$ cat src/rtl/module_status_pkg.sv
// Shared types and constants for the module status event capture block.
package module_status_pkg;

    localparam int unsigned STATUS_W        = 4;
    localparam int unsigned STATUS_START    = 0;
    localparam int unsigned STATUS_READY    = 1;
    localparam int unsigned STATUS_DONE     = 2;
    localparam int unsigned STATUS_CONTINUE = 3;

    typedef enum logic [1:0] {
        CAPTURE = 2'd0,
        DRAIN   = 2'd1,
        DONE    = 2'd2
    } state_t;

    // Record widths follow the top-level parameters, so this type is sized
    // through the package defaults and re-declared with the real widths in the top.
    localparam int unsigned DEF_TS_W = 32;
    localparam int unsigned DEF_ID_W = 4;

    typedef struct packed {
        logic [DEF_TS_W-1:0] ts;
        logic [DEF_ID_W-1:0] id;
        logic [STATUS_W-1:0] status;
    } rec_default_t;

    // Pack one module's handshake lines into the 4-bit status word.
    function automatic logic [STATUS_W-1:0] make_status(
        input logic s,
        input logic r,
        input logic d,
        input logic c
    );
        logic [STATUS_W-1:0] v;
        v                  = '0;
        v[STATUS_START]    = s;
        v[STATUS_READY]    = r;
        v[STATUS_DONE]     = d;
        v[STATUS_CONTINUE] = c;
        return v;
    endfunction

endpackage

$ cat src/rtl/status_event_fifo.sv
// Synchronous first-word-fall-through FIFO for captured status records.
module status_event_fifo #(
    parameter int unsigned WIDTH = 8,
    parameter int unsigned DEPTH = 16
) (
    input  logic             i_clk,
    input  logic             i_rst_n,
    input  logic             i_push,
    input  logic [WIDTH-1:0] i_data,
    input  logic             i_pop,
    output logic [WIDTH-1:0] o_data,
    output logic             o_valid,
    output logic             o_full
);

    localparam int unsigned PTR_W = (DEPTH > 1) ? $clog2(DEPTH) : 1;
    localparam int unsigned CNT_W = PTR_W + 1;

    logic [WIDTH-1:0] r_mem [DEPTH];
    logic [PTR_W-1:0] r_wr;
    logic [PTR_W-1:0] r_rd;
    logic [CNT_W-1:0] r_cnt;
    logic             r_valid;
    logic             r_full;
    logic             w_do_push;
    logic             w_do_pop;
    logic [CNT_W-1:0] w_cnt_nxt;

    // A push into a full FIFO is allowed when the head leaves at the same edge.
    always_comb begin
        w_do_pop  = i_pop && r_valid;
        w_do_push = i_push && (!r_full || w_do_pop);
        w_cnt_nxt = r_cnt + CNT_W'(w_do_push) - CNT_W'(w_do_pop);
    end

    // Storage, pointers and registered flags.
    always_ff @(posedge i_clk or negedge i_rst_n) begin
        if (!i_rst_n) begin
            for (int i = 0; i < int'(DEPTH); i++) begin
                r_mem[i] <= '0;
            end
            r_wr    <= '0;
            r_rd    <= '0;
            r_cnt   <= '0;
            r_valid <= 1'b0;
            r_full  <= 1'b0;
        end else begin
            if (w_do_push) begin
                r_mem[r_wr] <= i_data;
                r_wr        <= r_wr + PTR_W'(1);
            end
            if (w_do_pop) begin
                r_rd <= r_rd + PTR_W'(1);
            end
            r_cnt   <= w_cnt_nxt;
            r_valid <= (w_cnt_nxt != '0);
            r_full  <= (w_cnt_nxt == CNT_W'(DEPTH));
        end
    end

    assign o_data  = r_mem[r_rd];
    assign o_valid = r_valid;
    assign o_full  = r_full;

endmodule

$ cat src/rtl/module_status_event_capture.sv
// Timestamps ap_* handshake changes of many HLS modules into one record stream.
module module_status_event_capture
    import module_status_pkg::*;
#(
    parameter int unsigned NUM_MODULES = 10,
    parameter int unsigned TS_WIDTH    = 32,
    parameter int unsigned FIFO_DEPTH  = 16,
    parameter int unsigned DROP_WIDTH  = 16,
    localparam int unsigned ID_W = (NUM_MODULES > 1) ? $clog2(NUM_MODULES) : 1
) (
    input  logic                   clock,
    input  logic                   reset,
    input  logic [NUM_MODULES-1:0] ap_start,
    input  logic [NUM_MODULES-1:0] ap_ready,
    input  logic [NUM_MODULES-1:0] ap_done,
    input  logic [NUM_MODULES-1:0] ap_continue,
    input  logic                   finish,
    output logic                   rec_valid,
    input  logic                   rec_ready,
    output logic [TS_WIDTH-1:0]    rec_ts,
    output logic [ID_W-1:0]        rec_id,
    output logic [STATUS_W-1:0]    rec_status,
    output logic [DROP_WIDTH-1:0]  drop_count,
    output logic                   done
);

    localparam int unsigned DSUM_W = DROP_WIDTH + 1;

    typedef struct packed {
        logic [TS_WIDTH-1:0] ts;
        logic [ID_W-1:0]     id;
        logic [STATUS_W-1:0] status;
    } rec_t;

    typedef struct packed {
        logic [TS_WIDTH-1:0] ts;
        logic [STATUS_W-1:0] status;
    } hold_t;

    state_t                  r_state;
    state_t                  w_state_nxt;
    logic                    r_done;
    logic [TS_WIDTH-1:0]     r_ts;
    logic [STATUS_W-1:0]     r_last [NUM_MODULES];
    hold_t                   r_hold [NUM_MODULES];
    logic [NUM_MODULES-1:0]  r_pending;
    logic [DROP_WIDTH-1:0]   r_drop;

    logic [STATUS_W-1:0]     w_cur [NUM_MODULES];
    logic [NUM_MODULES-1:0]  w_change;
    logic [NUM_MODULES-1:0]  w_drop;
    logic [NUM_MODULES-1:0]  w_grant;
    logic [NUM_MODULES-1:0]  w_take;
    logic [NUM_MODULES-1:0]  w_pending_nxt;
    logic                    w_found;
    logic                    w_push;
    logic                    w_pop;
    logic                    w_full;
    logic                    w_valid;
    rec_t                    w_push_rec;
    rec_t                    w_head;
    logic [DSUM_W-1:0]       w_drop_n;
    logic [DSUM_W-1:0]       w_drop_sum;

    // Fixed-priority pick of the lowest-index pending module.
    always_comb begin
        w_grant    = '0;
        w_found    = 1'b0;
        w_push_rec = '0;
        for (int i = 0; i < int'(NUM_MODULES); i++) begin
            if (r_pending[i] && !w_found) begin
                w_found           = 1'b1;
                w_grant[i]        = 1'b1;
                w_push_rec.ts     = r_hold[i].ts;
                w_push_rec.id     = ID_W'(i);
                w_push_rec.status = r_hold[i].status;
            end
        end
    end

    assign w_pop  = w_valid && rec_ready;
    assign w_push = w_found && (!w_full || w_pop);
    assign w_take = w_grant & {NUM_MODULES{w_push}};

    // Change detection, coalescing and pending-bit update.
    always_comb begin
        w_cur         = '{default: '0};
        w_change      = '0;
        w_drop        = '0;
        w_pending_nxt = r_pending;
        for (int i = 0; i < int'(NUM_MODULES); i++) begin
            w_cur[i]    = make_status(ap_start[i], ap_ready[i], ap_done[i], ap_continue[i]);
            w_change[i] = (r_state == CAPTURE) && (w_cur[i] != r_last[i]);
            w_drop[i]   = w_change[i] && r_pending[i] && !w_take[i];
            if (w_change[i]) begin
                w_pending_nxt[i] = 1'b1;
            end else if (w_take[i]) begin
                w_pending_nxt[i] = 1'b0;
            end
        end
    end

    // Several modules can coalesce at one edge; the counter saturates.
    always_comb begin
        w_drop_n = '0;
        for (int i = 0; i < int'(NUM_MODULES); i++) begin
            w_drop_n = w_drop_n + DSUM_W'(w_drop[i]);
        end
        w_drop_sum = DSUM_W'(r_drop) + w_drop_n;
    end

    // Timestamp counter, per-module status history and hold registers.
    always_ff @(posedge clock or negedge reset) begin
        if (!reset) begin
            r_ts      <= '0;
            r_pending <= '0;
            r_drop    <= '0;
            for (int i = 0; i < int'(NUM_MODULES); i++) begin
                r_last[i] <= '0;
                r_hold[i] <= '0;
            end
        end else begin
            r_ts      <= r_ts + TS_WIDTH'(1);
            r_pending <= w_pending_nxt;
            r_drop    <= w_drop_sum[DROP_WIDTH] ? '1 : w_drop_sum[DROP_WIDTH-1:0];
            for (int i = 0; i < int'(NUM_MODULES); i++) begin
                if (w_change[i]) begin
                    r_last[i]        <= w_cur[i];
                    r_hold[i].ts     <= r_ts;
                    r_hold[i].status <= w_cur[i];
                end
            end
        end
    end

    // Run-phase next-state logic.
    always_comb begin
        w_state_nxt = r_state;
        case (r_state)
            CAPTURE: if (finish) w_state_nxt = DRAIN;
            DRAIN:   if ((r_pending == '0) && !w_valid) w_state_nxt = DONE;
            DONE:    w_state_nxt = DONE;
            default: w_state_nxt = CAPTURE;
        endcase
    end

    // Run-phase state register and done flag.
    always_ff @(posedge clock or negedge reset) begin
        if (!reset) begin
            r_state <= CAPTURE;
            r_done  <= 1'b0;
        end else begin
            r_state <= w_state_nxt;
            r_done  <= (w_state_nxt == DONE);
        end
    end

    status_event_fifo #(
        .WIDTH ($bits(rec_t)),
        .DEPTH (FIFO_DEPTH)
    ) u_fifo (
        .i_clk   (clock),
        .i_rst_n (reset),
        .i_push  (w_push),
        .i_data  (w_push_rec),
        .i_pop   (w_pop),
        .o_data  (w_head),
        .o_valid (w_valid),
        .o_full  (w_full)
    );

    assign rec_valid  = w_valid;
    assign rec_ts     = w_head.ts;
    assign rec_id     = w_head.id;
    assign rec_status = w_head.status;
    assign drop_count = r_drop;
    assign done       = r_done;

endmodule

$ cat config.mk
export PLATFORM = sky130hd
export DESIGN_NAME = module_status_event_capture
export DESIGN_NICKNAME = d
export VERILOG_FILES = /design/src/rtl/module_status_pkg.sv /design/src/rtl/status_event_fifo.sv /design/src/rtl/module_status_event_capture.sv
export SDC_FILE = /design/constraint.sdc
export NUM_CORES = 2
export LEC_CHECK = 0
export ABC_AREA = 1
export CAP_MARGIN = 15
export CORE_MARGIN = 4
export CORE_UTILIZATION = 40
export DETAILED_ROUTE_END_ITERATION = 8
export GPL_ROUTABILITY_DRIVEN = 0
export GPL_TIMING_DRIVEN = 0
export PLACE_DENSITY_LB_ADDON = 0.2
export SLEW_MARGIN = 0
export SYNTH_ARGS = -nofsm -noshare
export SYNTH_HDL_FRONTEND = slang
export SYNTH_SLANG_ARGS = --single-unit
export TNS_END_PERCENT = 5
$ cat constraint.sdc
create_clock -name clock -period 4.9 [get_ports clock]
set_clock_uncertainty 0.05 [all_clocks]
set_input_delay 1.225 -clock clock [delete_from_list [all_inputs] [get_ports clock]]
set_output_delay 1.225 -clock clock [all_outputs]
set_load 0.1 [all_outputs]
# Word-level counts from Yosys, hierarchy flattened
# Index checks and enable logic that the tools add are counted.
[op_classes]
n_mux = 59
bitwise = 3
n_reduce_logical = 81
n_lt_le_gt_ge = 3
n_eq_ne = 14
add_sub_neg = 15
[op_table]
columns = ["operator", "count"]
rows = [
  ["bitwise mux 640 bit", 1],
  ["two-way mux 40 bit", 13],
  ["binary-select mux 40 bit (select 4 bit)", 1],
  ["demux 40 bit (select 4 bit)", 1],
  ["logical AND 1 bit", 45],
  ["!= test 4 bit", 10],
  ["two-way mux 1 bit", 39],
  ["adder 32 x 1 -> 32 bit, second input constant", 1],
  ["logical NOT 1 bit", 21],
  ["nonzero test 2 bit", 10],
  ["adder 16 x 10 -> 17 bit", 1],
  ["two-way mux 16 bit", 1],
  ["adder 9 x 1 -> 10 bit", 1],
  ["AND 10 bit", 1],
  ["greater-or-equal comparator 5 bit, second input constant", 2],
  ["logical NOT 10 bit", 1],
  ["inverter 4 -> 5 bit", 2],
  ["adder 8 x 1 -> 9 bit", 1],
  ["adder 4 x 1 -> 4 bit, second input constant", 2],
  ["adder 7 x 1 -> 8 bit", 1],
  ["adder 6 x 1 -> 7 bit", 1],
  ["adder 5 x 1 -> 6 bit", 1],
  ["one-hot mux 2 bit (3 select lines)", 1],
  ["adder 4 x 1 -> 5 bit", 1],
  ["13 further kinds", 16],
]
[totals]
wordCells = 230
out_inout_bits = 58
in_bits = 44
reg_bits = 1076

# Depth between registers and ports, before layout
[depth]
depth_word = 43
ltp_mapped = 27
depth_no_buf = 25

# Cells and area by module
# A second synthesis with hierarchy kept.
[hier_totals]
hier_cells = 6542
hier_area_um2 = 51177.8
[modules_own_cells]
columns = ["mod", "cells_each", "seq_area_each_um2", "instances", "area_each_um2"]
rows = [
  ["status_event_fifo", 4236, 16390.7, 1, 31764.2],
  ["module_status_event_capture", 2306, 10535.1, 1, 19413.6],
]

# Least setup slack after synthesis
# Ideal clock, no wire load.
[synth_timing]
path_kind = "in2reg"
startpoint = "input ap_ready[0]"
endpoint = "register r_drop[10], in the netlist drop_count[10]"
setup_slack_ns = -0.435
cell_stages = 18
t_required_ns = 4.715
arrival_time_ns = 5.149
n_path_buf = 1
setup_ns = 0.135
path_cell_list = "xnor2_1 -> nand3_1 -> o21ai_0 -> clkbuf_1 -> nor3_1 -> fa_1 -> inv_1 -> fa_1 -> inv_1 -> fa_1 -> fa_1 -> fa_1 -> nand3_1 -> nand3_1 -> nand2_1 -> inv_1 -> nand3_1 -> nand3_1"
[synth_via]
elab_chain_len = 15
[synth_lines]
columns = ["element", "line", "source"]
rows = [
  ["start: declaration", "module_status_event_capture.sv:14", "input logic [NUM_MODULES-1:0] ap_ready,"],
  ["!= test 4 bit", "module_status_event_capture.sv:93", "w_change[i] = (r_state == CAPTURE) && (w_cur[i] != r_last[i]);"],
  ["logical AND 1 bit", "module_status_event_capture.sv:93", ""],
  ["logical AND 1 bit (2 in a row)", "module_status_event_capture.sv:94", "w_drop[i] = w_change[i] && r_pending[i] && !w_take[i];"],
  ["adder 1 x 1 -> 2 bit", "module_status_event_capture.sv:107", "w_drop_n = w_drop_n + DSUM_W'(w_drop[i]);"],
  ["adder 2 x 1 -> 3 bit", "module_status_event_capture.sv:107", ""],
  ["adder 3 x 1 -> 4 bit", "module_status_event_capture.sv:107", ""],
  ["adder 4 x 1 -> 5 bit", "module_status_event_capture.sv:107", ""],
  ["adder 5 x 1 -> 6 bit", "module_status_event_capture.sv:107", ""],
  ["adder 6 x 1 -> 7 bit", "module_status_event_capture.sv:107", ""],
  ["adder 7 x 1 -> 8 bit", "module_status_event_capture.sv:107", ""],
  ["adder 8 x 1 -> 9 bit", "module_status_event_capture.sv:107", ""],
  ["adder 9 x 1 -> 10 bit", "module_status_event_capture.sv:107", ""],
  ["adder 16 x 10 -> 17 bit", "module_status_event_capture.sv:109", "w_drop_sum = DSUM_W'(r_drop) + w_drop_n;"],
  ["two-way mux 16 bit", "module_status_event_capture.sv:125", "r_drop <= w_drop_sum[DROP_WIDTH] ? '1 : w_drop_sum[DROP_WIDTH-1:0];"],
  ["end signal: assignment", "module_status_event_capture.sv:125", ""],
  ["end: declaration", "module_status_event_capture.sv:47", "logic [DROP_WIDTH-1:0] r_drop;"],
]
# Every way passes these cells.
# A chain may end at the register's enable or synchronous reset.

# Worst setup path after layout
[layout_timing]
startpoint = "register u_fifo.r_rd[0]"
endpoint = "output rec_ts[13]"
[layout_via]
elab_chain_len = 4
[layout_lines]
columns = ["element", "line", "source"]
rows = [
  ["start: declaration", "status_event_fifo.sv:21", "logic [PTR_W-1:0] r_rd;"],
  ["start signal: assignment", "status_event_fifo.sv:53", "r_rd <= r_rd + PTR_W'(1);"],
  ["inverter 4 -> 5 bit (not written as such)", "status_event_fifo.sv:61", "assign o_data = r_mem[r_rd];"],
  ["binary-select mux 40 bit (select 4 bit)", "status_event_fifo.sv:61", ""],
  ["two-way mux 40 bit (not written as such) (2 in a row)", "status_event_fifo.sv:61", ""],
  ["end: declaration", "module_status_event_capture.sv:20", "output logic [TS_WIDTH-1:0] rec_ts,"],
]
# Every way passes these cells. The select of a mux whose other input is x is not followed.

==> Flow_metrics.wiki <==
{| class="wikitable"
! Metric !! Value
|-
| Pre-CTS worst setup slack || -1.52 ns
|-
| Maximum achievable frequency || 200 MHz
|-
| Boundary Pins || roughly 100
|-
| Clock H-tree levels || 3
|-
| Arrival time of the worst setup path || 3.71 ns
|-
| Seq cells post-synth || 1,076
|-
| Average cell area after synthesis || 8.05 um^2
|-
| Fin. Hold Viols || 0
|-
| Most common cell after layout, fill and taps aside || sky130_fd_sc_hd__nand2_1
|-
| Total power per unit cell area || 651 nW/um^2
|-
| Violated checks || setup timing
|-
| Commonest non-fill, non-tap cells in the layout || sky130_fd_sc_hd__nand2_1, sky130_fd_sc_hd__dfrtp_1, sky130_fd_sc_hd__o21ai_0
|-
| Initial DRC Count || 5,443
|-
| Fill cell count || between 10,000 and 15,000
|-
| Max-Cap Viols || 0
|-
| Maximum net fanout on the critical path || 10
|-
| All-Layer GR Usage || 28.6%
|-
| Number of search-and-repair iterations in the first detailed-routing pass || 6
|-
| Number of clock sinks || 1,076
|-
| Buffers from clock root to sink, at most || 3
|-
| Smallest setup slack after layout || -0.0892 ns
|-
| Antenna violations before repair || 2
|-
| Proportion of synthesized chip area in sequential cells || 53.7%
|-
| Delay of the slowest cell on the worst path || 0.50 ns
|-
| Core Box Area || 124,000 um^2
|-
| Number of global-route vias before repair || between 40,000 and 50,000
|-
| Chip Height || about 360 um
|-
| Die Span X || 362 um
|-
| Antenna Violating Nets Remaining || 0
|-
| Worst Path Required || about 3.6 ns
|-
| Average wire per cell in the routed design || 23.0 um
|-
| RSZ-0062 raised after global routing || yes
|-
| Vias after detailed routing || 44,900
|-
| Post-synthesis cell type count || between 40 and 50
|-
| Later-pin clock latency in the skew report || 0.75 ns
|-
| Synth-to-layout area growth || 16.6%
|-
| Routed via count divided by cell count || 5.46
|-
| Quantity of I/O buffers inserted on ports || 101
|-
| Final net count || 6,551
|-
| Placed wire-length estimate || 133,000 um
|-
| Worst slack on hold paths || 0.324 ns
|-
| Grt ovf || 0
|-
| Clock tree from TritonCTS || yes
|-
| Ratio of cells with drive above 1 in the final layout || 10.4%
|-
| Maximum number of pins on one net before global-route repair || 164
|-
| Static leakage power || 28.9 nW
|-
| Cell-by-cell listing of the critical path || clkbuf_4 -> buf_2 -> buf_2 -> buf_4 -> nor2_1 -> o22ai_1 -> o21ai_1 -> o22ai_1 -> buf_6
|-
| Synth Cell Area || 50,100 um^2
|-
| Core Util, Final || 47.1%
|-
| Post-synthesis cell count || 6,222
|-
| Clock edge transition at the registers on the reported setup and hold paths || 0.06 ns
|-
| Number of endpoints failing setup at the final stage || 6
|-
| Setup crit start kind || flop
|-
| Count of warnings emitted by yosys || 0
|-
| Transition at the pin with the smallest max-transition slack || between 1 and 1.5 ns
|-
| CTS root buffer || sky130_fd_sc_hd__clkbuf_16
|-
| Worst path bufs/invs || 5
|-
| Nets in the synthesized netlist || 6,290
|-
| Class of the worst hold path || input pin to asynchronous set/reset pin
|-
| Crit path kind || flop to output port
|-
| Maximum VDD drop || about 540 uV
|-
| Final slew viol count || 0
|-
| Shortest clock period the worst path allows after layout || 4.99 ns
|-
| CP Capture Type || output port
|-
| Tightest slew margin relative to the limit || between 20% and 30%
|-
| Effective utilization at floorplan || 40.4%
|-
| Number of rows created at floorplan || 129
|-
| Outcome || finished with violations
|-
| Cell with the largest stage delay on the worst path || sky130_fd_sc_hd__dfrtp_2
|-
| Die footprint || 131,000 um^2
|-
| Period utilisation layout || 102%
|-
| Total wire length || 189,000 um
|-
| First-pass GRT wire length || roughly 280,000 um
|-
| Number of buffers inserted by hold repair at cts || 0
|-
| Drc violations || 0
|-
| Clock buffer count from CTS || 118
|-
| Top cell family by delay on the critical path || buffers and inverters
|}
==> metrics by stage <==
stage	power, W	TNS [ns]	instances	area (um^2)
3_5_place_dp	0.0277	-53.77	7968	53500
5_1_grt	0.0395	-0.440	8220	58400
3_3_place_gp	0.0276	-	7960	53200
4_1_cts	0.0374	-0.218	8197	58000
2_1_floorplan	0.0211	-0.00999	6222	50200
6_report	0.0381	-0.163	8224	58400
==> registers in the layout (all words and copies together), names as in the netlist <==
name            count
u_fifo.r_mem      640
r_state             2
u_fifo.r_wr         4
done                1
u_fifo.r_rd         4
u_fifo.o_valid      1
r_pending          10
r_hold            360
drop_count         16
u_fifo.r_cnt        5
u_fifo.o_full       1
r_ts               32
==> final timing paths <==
check                                   from  cells after the start  slack [ns]                end
setup / recovery              u_fifo.r_rd[0]                      9       -0.09         rec_ts[13]
hold / removal                         reset                      1        0.32  u_fifo.r_mem[492]
setup reg to reg                r_pending[1]                     24        0.15     drop_count[10]
hold reg to reg            u_fifo.r_mem[218]                      2        0.42  u_fifo.r_mem[218]
max in group asynchronous              reset                      5        1.33        r_hold[313]
min in group clock         u_fifo.r_mem[218]                      2        0.42  u_fifo.r_mem[218]
==> area by class of cell <==
cell class	count	area [um^2]	share of cell area, %
clock inverter	51	716	1.22
antenna	4	10.0	0.0171
inverter	227	872	1.49
tap	1637	2050	3.50
sequential	1076	26900	46.1
buffer	436	2260	3.87
clock buffer	169	3490	5.97
multi-input combinational	4479	20600	35.3
timing repair buffer	145	1520	2.59
==> kinds of logic after synthesis <==
logic type	after synthesis	share of synthesized area, %
buf+inv	668	5.89
xor+xnor	84	1.47
compound gates	1007	10.6
mux	31	0.697
fa+ha+maj	24	0.719
simple gates	3332	26.9
flops	1076	53.7
==> power by group <==
| group | internal, W | leakage (nW) | switching (W) | total [W] |
|---|---|---|---|---|
| registers | 0.0102 | 14.6 | 0.000835 | 0.0110 |
| logic | 0.00418 | 12.3 | 0.0132 | 0.0174 |
| clock network | 0.00573 | 2.07 | 0.00389 | 0.00962 |
| total | 0.0201 | 28.9 | 0.0180 | 0.0381 |
==> cell usage after synthesis, drive strengths merged <==
master  instances  share of area [%]
a21oi          51               0.51
a221oi          3              0.052
a22oi          12               0.18
a31oi           1              0.012
buf           163                2.1
clkbuf        278                2.1
clkinv          3              0.022
dfrtp        1076                 54
fa              8               0.32
ha             16               0.40
inv           224                1.7
mux2           31               0.70
nand2        2472                 19
nand3         229                2.3
nand3b          3              0.060
nand4          48                1.3
nor2          546                4.2
nor3           24               0.26
nor3b           1              0.015
nor4            4              0.050
o211ai          3              0.045
o21a            2              0.030
o21ai         761                7.6
o22ai         173                2.2
o31ai           1              0.015
or2             5              0.062
xnor2          35               0.61
xor2           49               0.86
==> per-layer routing <==
metal | up-vias | GRT usage, % | routed length (um)
li1 | 20400 | - | -
met1 | 21900 | 36.5 | 75000
met2 | 2116 | 46.2 | 86600
met3 | 536 | 6.55 | 16500
met4 | 6 | 13.6 | 11300
met5 | - | 0 | 46
==> timing repair <==
action                     4_1_cts  5_1_grt
gates resized for setup        370      102
pin swaps                       12       34
setup endpoints to repair       56       56
cloned                           1        0
buffers inserted                 9       27
(Power assumes the default switching activity.)
